[config.mk]
export PLATFORM = sky130hd
export DESIGN_NAME = alu_iter
export DESIGN_NICKNAME = d
export VERILOG_FILES = /design/src/rtl/alu_iter.sv
export SDC_FILE = /design/constraint.sdc
export NUM_CORES = 1
export LEC_CHECK = 0
export BUFFER_PORTS_ARGS = -buffer_cell sky130_fd_sc_hd__buf_2
export CAP_MARGIN = 20
export CORE_ASPECT_RATIO = 0.9
export CORE_UTILIZATION = 50
export DETAILED_ROUTE_END_ITERATION = 8
export GPL_TIMING_DRIVEN = 0
export PLACE_DENSITY_LB_ADDON = 0.2
export SLEW_MARGIN = 20
export SYNTH_ARGS = -nofsm -noshare
export SYNTH_HDL_FRONTEND = slang
export SYNTH_SLANG_ARGS = --single-unit
[constraint.sdc]
create_clock -name clk -period 6.4 [get_ports clk]
set_clock_uncertainty 0.15 [all_clocks]
set_input_delay 1.28 -clock clk [delete_from_list [all_inputs] [get_ports clk]]
set_output_delay 1.28 -clock clk [all_outputs]
set_load 0.01 [all_outputs]
[src/rtl/alu_iter.sv]
`default_nettype none
// +--------------------------------------------------------------------------+
// | Module      : alu_iter                                                   |
// | Description : 32-bit ALU with an iterative shifter and valid/ready       |
// |               handshakes on both sides. It runs one operation at a time. |
// |               Non-shift operations complete in one cycle. Shifts step    |
// |               one bit per cycle.                                          |
// | Macro       : ALU_ITER_FAST_SHIFT_EN - when defined, shifts use a        |
// |               single-cycle barrel shifter and SHIFT is never entered.    |
// | Ports       : clk, reset    - clock, synchronous active-high reset       |
// |               flush         - abort any in-flight operation              |
// |               in_valid/in_ready - operation handshake (ready in IDLE)    |
// |               ALUControl, SrcA, SrcB - opcode and operands               |
// |               out_valid/out_ready - result handshake (valid in DONE)     |
// |               ALUResult, Zero, out_illegal - registered result flags     |
// | Revision    : 1.0 - initial release                                      |
// +--------------------------------------------------------------------------+
module alu_iter (
  input  logic        clk,
  input  logic        reset,
  input  logic        flush,
  input  logic        in_valid,
  output logic        in_ready,
  input  logic [4:0]  ALUControl,
  input  logic [31:0] SrcA,
  input  logic [31:0] SrcB,
  output logic        out_valid,
  input  logic        out_ready,
  output logic [31:0] ALUResult,
  output logic        Zero,
  output logic        out_illegal
);

  localparam logic [4:0] c_OP_ADD  = 5'b00000;
  localparam logic [4:0] c_OP_SUB  = 5'b10000;
  localparam logic [4:0] c_OP_AND  = 5'b00001;
  localparam logic [4:0] c_OP_OR   = 5'b00010;
  localparam logic [4:0] c_OP_XOR  = 5'b00011;
  localparam logic [4:0] c_OP_SLL  = 5'b00100;
  localparam logic [4:0] c_OP_SRL  = 5'b00101;
  localparam logic [4:0] c_OP_SRA  = 5'b00110;
  localparam logic [4:0] c_OP_SLT  = 5'b10111;
  localparam logic [4:0] c_OP_SLTU = 5'b11000;
  localparam logic [4:0] c_OP_BLTU = 5'b10010;
  localparam logic [4:0] c_OP_BGEU = 5'b10001;

  typedef enum logic [1:0] {
    S_IDLE  = 2'd0,
    S_SHIFT = 2'd1,
    S_DONE  = 2'd2
  } state_t;

  state_t      r_state;
  state_t      w_state_next;

  logic [4:0]  r_op;
  logic [31:0] r_shval;
  logic [4:0]  r_cnt;
  logic [31:0] r_result;
  logic        r_zero;
  logic        r_illegal;

  logic [4:0]  w_op_next;
  logic [31:0] w_shval_next;
  logic [4:0]  w_cnt_next;
  logic [31:0] w_result_next;
  logic        w_zero_next;
  logic        w_illegal_next;

  logic        w_accept;
  logic        w_is_shift;
  logic        w_legal;
  logic [31:0] w_alu_result;
  logic [31:0] w_shift_step;
`ifdef ALU_ITER_FAST_SHIFT_EN
  logic [31:0] w_barrel;
`endif

  assign in_ready    = (r_state == S_IDLE);
  assign out_valid   = (r_state == S_DONE);
  assign ALUResult   = r_result;
  assign Zero        = r_zero;
  assign out_illegal = r_illegal;

  assign w_accept = in_valid && (r_state == S_IDLE) && !flush;

  // Opcode classification of the presented (not yet latched) operation.
  always_comb begin
    w_is_shift = 1'b0;
    w_legal    = 1'b1;
    case (ALUControl)
      c_OP_SLL, c_OP_SRL, c_OP_SRA: w_is_shift = 1'b1;
      c_OP_ADD, c_OP_SUB, c_OP_AND, c_OP_OR, c_OP_XOR,
      c_OP_SLT, c_OP_SLTU, c_OP_BLTU, c_OP_BGEU: w_is_shift = 1'b0;
      default: w_legal = 1'b0;
    endcase
  end

  // Single-cycle (non-shift) operations on the presented operands.
  always_comb begin
    w_alu_result = 32'd0;
    case (ALUControl)
      c_OP_ADD:  w_alu_result = SrcA + SrcB;
      c_OP_SUB:  w_alu_result = SrcA - SrcB;
      c_OP_AND:  w_alu_result = SrcA & SrcB;
      c_OP_OR:   w_alu_result = SrcA | SrcB;
      c_OP_XOR:  w_alu_result = SrcA ^ SrcB;
      c_OP_SLT:  w_alu_result = {31'd0, ($signed(SrcA) < $signed(SrcB))};
      c_OP_SLTU,
      c_OP_BLTU: w_alu_result = {31'd0, (SrcA < SrcB)};
      c_OP_BGEU: w_alu_result = {31'd0, (SrcA >= SrcB)};
      default:   w_alu_result = 32'd0;
    endcase
  end

`ifdef ALU_ITER_FAST_SHIFT_EN
  always_comb begin
    w_barrel = SrcA;
    case (ALUControl)
      c_OP_SLL: w_barrel = SrcA << SrcB[4:0];
      c_OP_SRL: w_barrel = SrcA >> SrcB[4:0];
      c_OP_SRA: w_barrel = $signed(SrcA) >>> SrcB[4:0];
      default:  w_barrel = SrcA;
    endcase
  end
`endif

  // One-bit shift step on the working value; sra re-inserts the sign bit
  // each step so the final value matches an arithmetic shift by shamt.
  always_comb begin
    w_shift_step = r_shval;
    case (r_op)
      c_OP_SLL: w_shift_step = {r_shval[30:0], 1'b0};
      c_OP_SRL: w_shift_step = {1'b0, r_shval[31:1]};
      c_OP_SRA: w_shift_step = {r_shval[31], r_shval[31:1]};
      default:  w_shift_step = r_shval;
    endcase
  end

  // Next-state and datapath next values.
  always_comb begin
    w_state_next   = r_state;
    w_op_next      = r_op;
    w_shval_next   = r_shval;
    w_cnt_next     = r_cnt;
    w_result_next  = r_result;
    w_illegal_next = r_illegal;

    case (r_state)
      S_IDLE: begin
        if (w_accept) begin
          w_op_next    = ALUControl;
          w_state_next = S_DONE;
          if (!w_legal) begin
            w_result_next  = 32'd0;
            w_illegal_next = 1'b1;
          end else if (w_is_shift) begin
            w_illegal_next = 1'b0;
`ifdef ALU_ITER_FAST_SHIFT_EN
            w_result_next = w_barrel;
`else
            if (SrcB[4:0] == 5'd0) begin
              w_result_next = SrcA;
            end else begin
              w_shval_next = SrcA;
              w_cnt_next   = SrcB[4:0];
              w_state_next = S_SHIFT;
            end
`endif
          end else begin
            w_illegal_next = 1'b0;
            w_result_next  = w_alu_result;
          end
        end
      end
      S_SHIFT: begin
        w_shval_next = w_shift_step;
        w_cnt_next   = r_cnt - 5'd1;
        // Last step: the counter reaches zero on this edge.
        if (r_cnt == 5'd1) begin
          w_result_next = w_shift_step;
          w_state_next  = S_DONE;
        end
      end
      S_DONE: begin
        if (out_ready) begin
          w_state_next = S_IDLE;
        end
      end
      default: w_state_next = S_IDLE;
    endcase

    // Abort: the in-flight operation is dropped; an abandoned shift leaves
    // the visible result untouched because it is only written on the last step.
    if (flush) begin
      w_state_next = S_IDLE;
      w_cnt_next   = 5'd0;
    end
  end

  // Zero always tracks the registered result.
  assign w_zero_next = (w_result_next == 32'd0);

  always_ff @(posedge clk) begin
    if (reset) begin
      r_state   <= S_IDLE;
      r_op      <= 5'd0;
      r_shval   <= 32'd0;
      r_cnt     <= 5'd0;
      r_result  <= 32'd0;
      r_zero    <= 1'b1;
      r_illegal <= 1'b0;
    end else begin
      r_state   <= w_state_next;
      r_op      <= w_op_next;
      r_shval   <= w_shval_next;
      r_cnt     <= w_cnt_next;
      r_result  <= w_result_next;
      r_zero    <= w_zero_next;
      r_illegal <= w_illegal_next;
    end
  end

endmodule
`default_nettype wire

==> qor.txt, run 1 <==
Cell Area, Synth - 0.01102 mm2
WHS - 0.3763 ns
max_cap viols - 0
unrepaired setup endpoints after global routing - no
CTS Buf Count - 9
Clock transition at path regs - 0.07 ns
core area - 0.02163 mm2
# diodes - 0
most frequent cells in the layout - nor2_1, a21oi_1, nand2_1
DRT Pass-1 Iters - 6
Critical Path RT - 6.47 ns
GR Layer Usage met3 - 15.93%
Main synth FF type - dfxtp_1
#FFs+latches synth - 78
Critical Path Sink - Zero$_SDFF_PP1_
DR WL/cell - 27.60 um
GRT Total Usage - 49.06%
outcome - finished, final reports clean
area leader, netlist - dfxtp_1
die height - 142.8 um
num rows - 51
P per Cell Area - 150.0 mW/mm2
share of post-route cells with drive strength above 1 - 11.82%
initial antenna violation count - 0
Setup violations, final - 0
# hold bufs at CTS - 0
post-DP HPWL - 43,550 um
Buf/Inv on CP - 4
final max-slew violation count - 0
largest net degree at the start of global routing - 15
Hold Crit Class - reg -> reg
CP delay by family, top - buffers and inverters
Critical Path Start Type - input port
Worst R2R End - Zero$_SDFF_PP1_
post-CTS resize count - 0
met1 usage - 63.00%
Crit-path slowest cell - nor3_1
peak fanout along the critical path - 10
CTS H-tree lvls - 3
Die Wd - 158.5 um
Setup crit end kind - flip-flop
Synth top area share - 14.17%
worst r2r src - r_cnt[0]$_SDFFE_PP0P_
fin crit period - 5.522 ns
post-synthesis cell type count - 89
Clock Latency Late Sink - 0.37 ns
GP Congestion - 1.057
1st-iter DRT viols - 2,184
remaining global-route overflow - 0
first-pass GRT wire length - 81,230 um
Tcrit/Tclk final - 86.28%
Via-to-Cell Ratio - 7.083
Synth Net Count - 1,794
EDFF count, synth - 0
Yosys warning count - 0
I/O pin total - 110
Max Root-Sink Buffers - 2
Avg Cell Area, Syn - 6.878 um2
sequential area share after synthesis - 14.17%
setup TNS - 0 ns
initial core utilization - 50.93%
NumNets Final - 1,913
f_max - 181.1 MHz
Clock Sink Count - 78
max_slew headroom - 17.66%
reg2reg path depth - 11
commonest non-fill, non-tap cell in the layout - nor2_1
Arrival @ worst endpoint - 5.59 ns
Critical path origin - ALUControl[2]
Post-synth ARST share - 0%
DR DRC count - 0
Post-CTS Setup Bufs - 0
vias in the first global route - 13,082
Crit path largest cell delay - 0.88 ns
Routed Antenna Nets - 0
root buf cell - clkbuf_16
I/O Buffers - 108
DR vias - 14,286
measured slew at the worst slew-check pin - 1.228 ns
full die area - 0.02264 mm2
Peak VDD IR - 117.3 uV
Hold Violations, Final - 0
reg2reg setup slack - 1.76 ns
TritonCTS clock tree - built
Setup CP Type - in -> reg
worst-path cell chain - buf_2 > buf_2 > nor3_1 > and2_1 > clkbuf_1 > buf_1 > a22oi_1 > o221ai_1 > a21oi_1 > o21ai_0 > nand2_1 > nand2_1 > nor3_2 > nand4_1 > o41ai_2
Critical Path Stages - 15
final wirelength - 55,680 um
area grow syn2layout - 10.97%
largest cells by area after synthesis - dfxtp_1, ha_1, a21oi_1, nor2_1, nand2_1
global-route met2 utilization - 70.04%
global routing's busiest layer - met2
Cells after Synth - 1,602
leak pwr - 4.998 nW
==> area by class of cell <==
type | instances | area (um2)
clock inverters | 6 | 70.07
clock buffers | 10 | 229.0
multi-input cells | 1303 | 8589
well taps | 291 | 364.1
inverters | 107 | 401.6
flip-flops and latches | 78 | 1562
plain buffers | 114 | 470.5
fillers | 2224 | 9405
repair buffers | 108 | 540.5
==> power breakdown <==
group          switching [mW]  internal, mW  total, mW
Combinational           0.522         0.239      0.761
Sequential             0.0185         0.499      0.517
Clock                   0.249         0.306      0.555
==> registers in the layout, summed over array words and instances, names as in the netlist <==
signal	count
out_illegal	1
Zero	1
r_shval	32
r_state	2
r_op	5
ALUResult	32
r_cnt	5
==> worst reg2reg max path, delay by kind of cell (launching register included) <==
family | cells | cell delay (ns)
AO/OA/AOI/OAI | 3 | 1.24
adder cells (fa/ha/maj) | 1 | 0.18
buffers and inverters | 2 | 0.75
flip-flops | 1 | 0.41
AND/OR/NAND/NOR | 5 | 1.79
==> stage by stage <==
step	utilization, %	total power, mW	worst slack [ns]	instance area, um2	std cells
final	56.52	1.834	0.8779	12230	2017
after global routing	56.52	1.888	0.8194	12230	2017
after CTS	56.52	1.779	1.131	12230	2017
after detailed placement	55.14	1.246	0.7714	11930	2001
after global placement	55.12	1.243	0.7279	11920	2001
after floorplan	-	0.9842	2.019	11020	1602
==> Yosys cell counts (all sizes together) (10+ instances only) <==
cell type,count
nand3,28
o22ai,42
a211oi,32
a311oi,20
nand4,21
o221ai,13
buf,37
xnor2,17
dfxtp,78
o21bai,10
a22oi,15
mux2,15
a31oi,20
nor2b,15
inv,106
nor4,19
mux2i,14
and2,16
clkbuf,77
a21oi,168
a221oi,34
ha,116
o21ai,106
nand2,155
nor2,177
a21o,15
nor3,33
o31ai,27
o211ai,19
==> worst min-delay path by stage <==
stage               depth (start not counted)                  from  slack (ns)                   end
global route                                2  r_op[3]$_SDFFE_PP0P_        0.40  r_op[3]$_SDFFE_PP0P_
floorplan                                   2  r_op[2]$_SDFFE_PP0P_        0.30  r_op[2]$_SDFFE_PP0P_
global placement                            2  r_op[2]$_SDFFE_PP0P_        0.33  r_op[2]$_SDFFE_PP0P_
detailed placement                          2  r_op[2]$_SDFFE_PP0P_        0.36  r_op[2]$_SDFFE_PP0P_
CTS                                         2  r_op[2]$_SDFFE_PP0P_        0.37  r_op[2]$_SDFFE_PP0P_
finish                                      2  r_op[3]$_SDFFE_PP0P_        0.38  r_op[3]$_SDFFE_PP0P_
==> routing by layer <==
metal | part of all wire [%] | vias to the layer above
met2 | 40 | 1206
met4 | 7.2 | 0
met5 | 0 | -
met1 | 38 | 6622
met3 | 15 | 278
li1 | - | 6180
==> cells by family after synthesis <==
family,synth area share [%]
xor+xnor,1.510
flops,14.17
fa+ha+maj,13.54
compound gates,37.09
mux,2.805
simple gates,22.97
buf+inv,7.915
Power figures use the tool's default switching activity.
==> inputs of run 2 (changes only) <==
--- a/config.mk
+++ b/config.mk
@@ -8,10 +8,11 @@
 export BUFFER_PORTS_ARGS = -buffer_cell sky130_fd_sc_hd__buf_2
 export CAP_MARGIN = 20
 export CORE_ASPECT_RATIO = 0.9
-export CORE_UTILIZATION = 50
+export CORE_UTILIZATION = 40
 export DETAILED_ROUTE_END_ITERATION = 8
 export GPL_TIMING_DRIVEN = 0
 export PLACE_DENSITY_LB_ADDON = 0.2
+export SETUP_SLACK_MARGIN = 0.2
 export SLEW_MARGIN = 20
 export SYNTH_ARGS = -nofsm -noshare
 export SYNTH_HDL_FRONTEND = slang
==> constraint.sdc (replaced) <==
create_clock -name clk -period 6.4 [get_ports clk]
set_clock_uncertainty 0.15 [all_clocks]
set_input_delay 0 -clock clk [delete_from_list [all_inputs] [get_ports clk]]
set_output_delay 0 -clock clk [all_outputs]
set_load 0.01 [all_outputs]
==> run 2 against run 1 <==
  * Count of clock-buffer cells in the layout rose by 1
  * Register-to-register slack improved by 0.08 ns
  * Sequential share of layout area fell by 0.39 points
  * Global-route usage fell by 11 points
  * Non-clock buffer count rose by 26
  * Utilization fell by 9.9 points
  * Via count fell by 0.39%
  * Cell count rose by 4.4%
  * Die area rose by 25%
  * Power rose by 4.5%
  * Maximum frequency rose by 17%
  * Largest cell class unchanged
  * Highest routed layer unchanged
==> qor.txt, run 2 (synthesized netlist as in run 1, its figures left out) <==
initial antenna violation count - 0 (unchanged)
1st-iter DRT viols - 2,719 (+24%)
Via-to-Cell Ratio - 6.757 (-4.6%)
final wirelength - 55,600 um (-0.15%)
final max-slew violation count - 0 (unchanged)
Critical Path Start Type - input port
TritonCTS clock tree - built
Critical Path RT - 6.49 ns (+0.02 ns)
die height - 159.5 um (+12%)
outcome - finished, final reports clean
max_slew headroom - 24.22% (+6.6 points)
share of post-route cells with drive strength above 1 - 11.70% (-0.12 points)
remaining global-route overflow - 0 (unchanged)
# diodes - 0 (unchanged)
net switching power figure - 0.7731 mW (-2.1%)
overall power - 1.915 mW (+4.5%)
num rows - 57 (+12%)
commonest non-fill, non-tap cell in the layout - nor2_1
Most common cell on crit path - nor4_1
full die area - 0.02821 mm2 (+25%)
first-pass GRT wire length - 81,180 um (about the same)
measured slew at the worst slew-check pin - 1.132 ns (-0.09519 ns)
setup TNS - 0 ns (unchanged)
Setup CP Type - in -> reg
leak pwr - 5.136 nW (+2.8%)
Cell Int Power - 1.142 mW (+9.4%)
combinational share of power - 40.3% (-1.2 points)
GP Congestion - 1.033 (-2.3%)
Setup violations, final - 0 (unchanged)
Clock Latency Late Sink - 0.36 ns (about the same)
max_cap viols - 0 (unchanged)
switching share of power - 40.36% (-2.7 points)
largest net degree at the start of global routing - 14 (-1)
root buf cell - clkbuf_16
Die Wd - 176.9 um (+12%)
initial core utilization - 40.76% (-10 points)
Crit-path slowest cell - nor4_1
Setup crit end kind - flip-flop
Crit path largest cell delay - 0.93 ns (+0.05 ns)
worst-path cell chain - dlygate4sd3_1 > buf_2 > inv_1 > ha_1 > nor4_1 > a21boi_0 > nor3_1 > and4b_1 > o31ai_1 > nand3b_1 > nor4_1 > and4_1 > nand4_1 > o41ai_2
I/O pin total - 110 (unchanged)
Peak VDD IR - 139.6 uV (+19%)
Clock power frac - 32.7% (+2.4 points)
CTS H-tree lvls - 3 (unchanged)
core area - 0.02703 mm2 (+25%)
NumNets Final - 1,939 (+1.4%)
Routed Antenna Nets - 0 (unchanged)
post-CTS resize count - 0 (unchanged)
vias in the first global route - 12,505 (-4.4%)
Max Root-Sink Buffers - 2 (unchanged)
Buf/Inv on CP - 3 (-1)
Clock transition at path regs - 0.07 ns (about the same)
DRT Pass-1 Iters - 7 (+1)
FILL cells - 2,846 (+28%)
Hold Violations, Final - 0 (unchanged)
Hold Crit Class - in -> reg
most frequent cells in the layout - nor2_1, a21oi_1, nand2_1
Tcrit/Tclk final - 73.99% (-12 points)
DR vias - 14,230 (-0.39%)
Arrival @ worst endpoint - 4.83 ns (-0.76 ns)
CTS Buf Count - 9 (unchanged)
non-filler cells in the finished layout - 2,106 (+4.4%)
peak fanout along the critical path - 7 (-3)
area grow syn2layout - 14.48%
I/O Buffers - 108 (unchanged)
fin crit period - 4.736 ns (-0.7864 ns)
f_max - 211.2 MHz (+17%)
unrepaired setup endpoints after global routing - no
post-DP HPWL - 43,300 um (-0.58%)
CP delay by family, top - simple AND/OR/NAND/NOR gates
GRT Total Usage - 38.40% (-11 points)
DR DRC count - 0 (unchanged)
Post-CTS Setup Bufs - 0 (unchanged)
register share of total power - 27.0% (-1.2 points)
DR WL/cell - 26.40 um (-4.4%)
Clock Sink Count - 78 (unchanged)
P per Cell Area - 151.9 mW/mm2 (+1.3%)
placed cells - 2,065 (+3.2%)
[run 2: routing by layer]
metal | part of all wire (%) | wire length [um] | up-vias | global-route usage (%)
met5 | 0 | 0 | - | 0
met4 | 6.0 | 3310 | 0 | 19.98
met3 | 14 | 7723 | 228 | 7.975
met2 | 40 | 22470 | 1222 | 55.24
met1 | 40 | 22090 | 6532 | 53.23
li1 | - | - | 6248 | -
[run 2: final timing paths]
check	depth (start not counted)	to	slack [ns]	startpoint
max	14	Zero$_SDFF_PP1_	1.66	SrcA[25]
min	5	r_shval[29]$_SDFFE_PP0P_	0.002	SrcA[29]
min reg2reg	2	r_op[2]$_SDFFE_PP0P_	0.35	r_op[2]$_SDFFE_PP0P_
max reg2reg	13	Zero$_SDFF_PP1_	1.84	r_cnt[0]$_SDFFE_PP0P_
[run 2: final cells by class]
cell class,count,area [um2],area share (%)
repair buffers,134,798.3,6.329
clock inverters,5,106.4,0.8432
flip-flops and latches,78,1562,12.38
inverters,107,401.6,3.184
well taps,354,442.9,3.512
plain buffers,114,470.5,3.730
multi-input cells,1303,8589,68.10
clock buffers,11,242.7,1.924
[run 2: worst min-delay path: cells and delay by family]
kind | cells | cell delay (ns)
AO/OA/AOI/OAI | 2 | 0.20
buffers and inverters | 2 | 0.21
AND/OR/NAND/NOR | 1 | 0.05
[run 2: power by group through the flow]
stage          clock network [mW]  logic (mW)  registers (mW)
3_3_place_gp                    0       0.716           0.526
6_report                    0.627       0.772           0.517
3_5_place_dp                    0       0.718           0.527
2_1_floorplan                   0       0.461           0.524
5_1_grt                     0.642       0.811           0.518
4_1_cts                     0.623       0.733           0.516
[run 2: what timing repair did]
action,4_1_cts,5_1_grt
hold endpoints to repair,25,0
hold buffers,25,0
endpoints found under the setup margin,0,0
[run 2: metrics by stage]
stage | setup slack, ns | utilization (%) | hold slack [ns] | area (um2)
2_1_floorplan | 3.299 | - | 0.01250 | 11020
3_3_place_gp | 1.914 | 44.40 | 0.1793 | 12000
3_5_place_dp | 1.954 | 44.43 | 0.1945 | 12010
4_1_cts | 1.886 | 46.65 | 0.002997 | 12610
5_1_grt | 1.612 | 46.66 | 0.02999 | 12610
6_report | 1.664 | 46.66 | 0.001896 | 12610
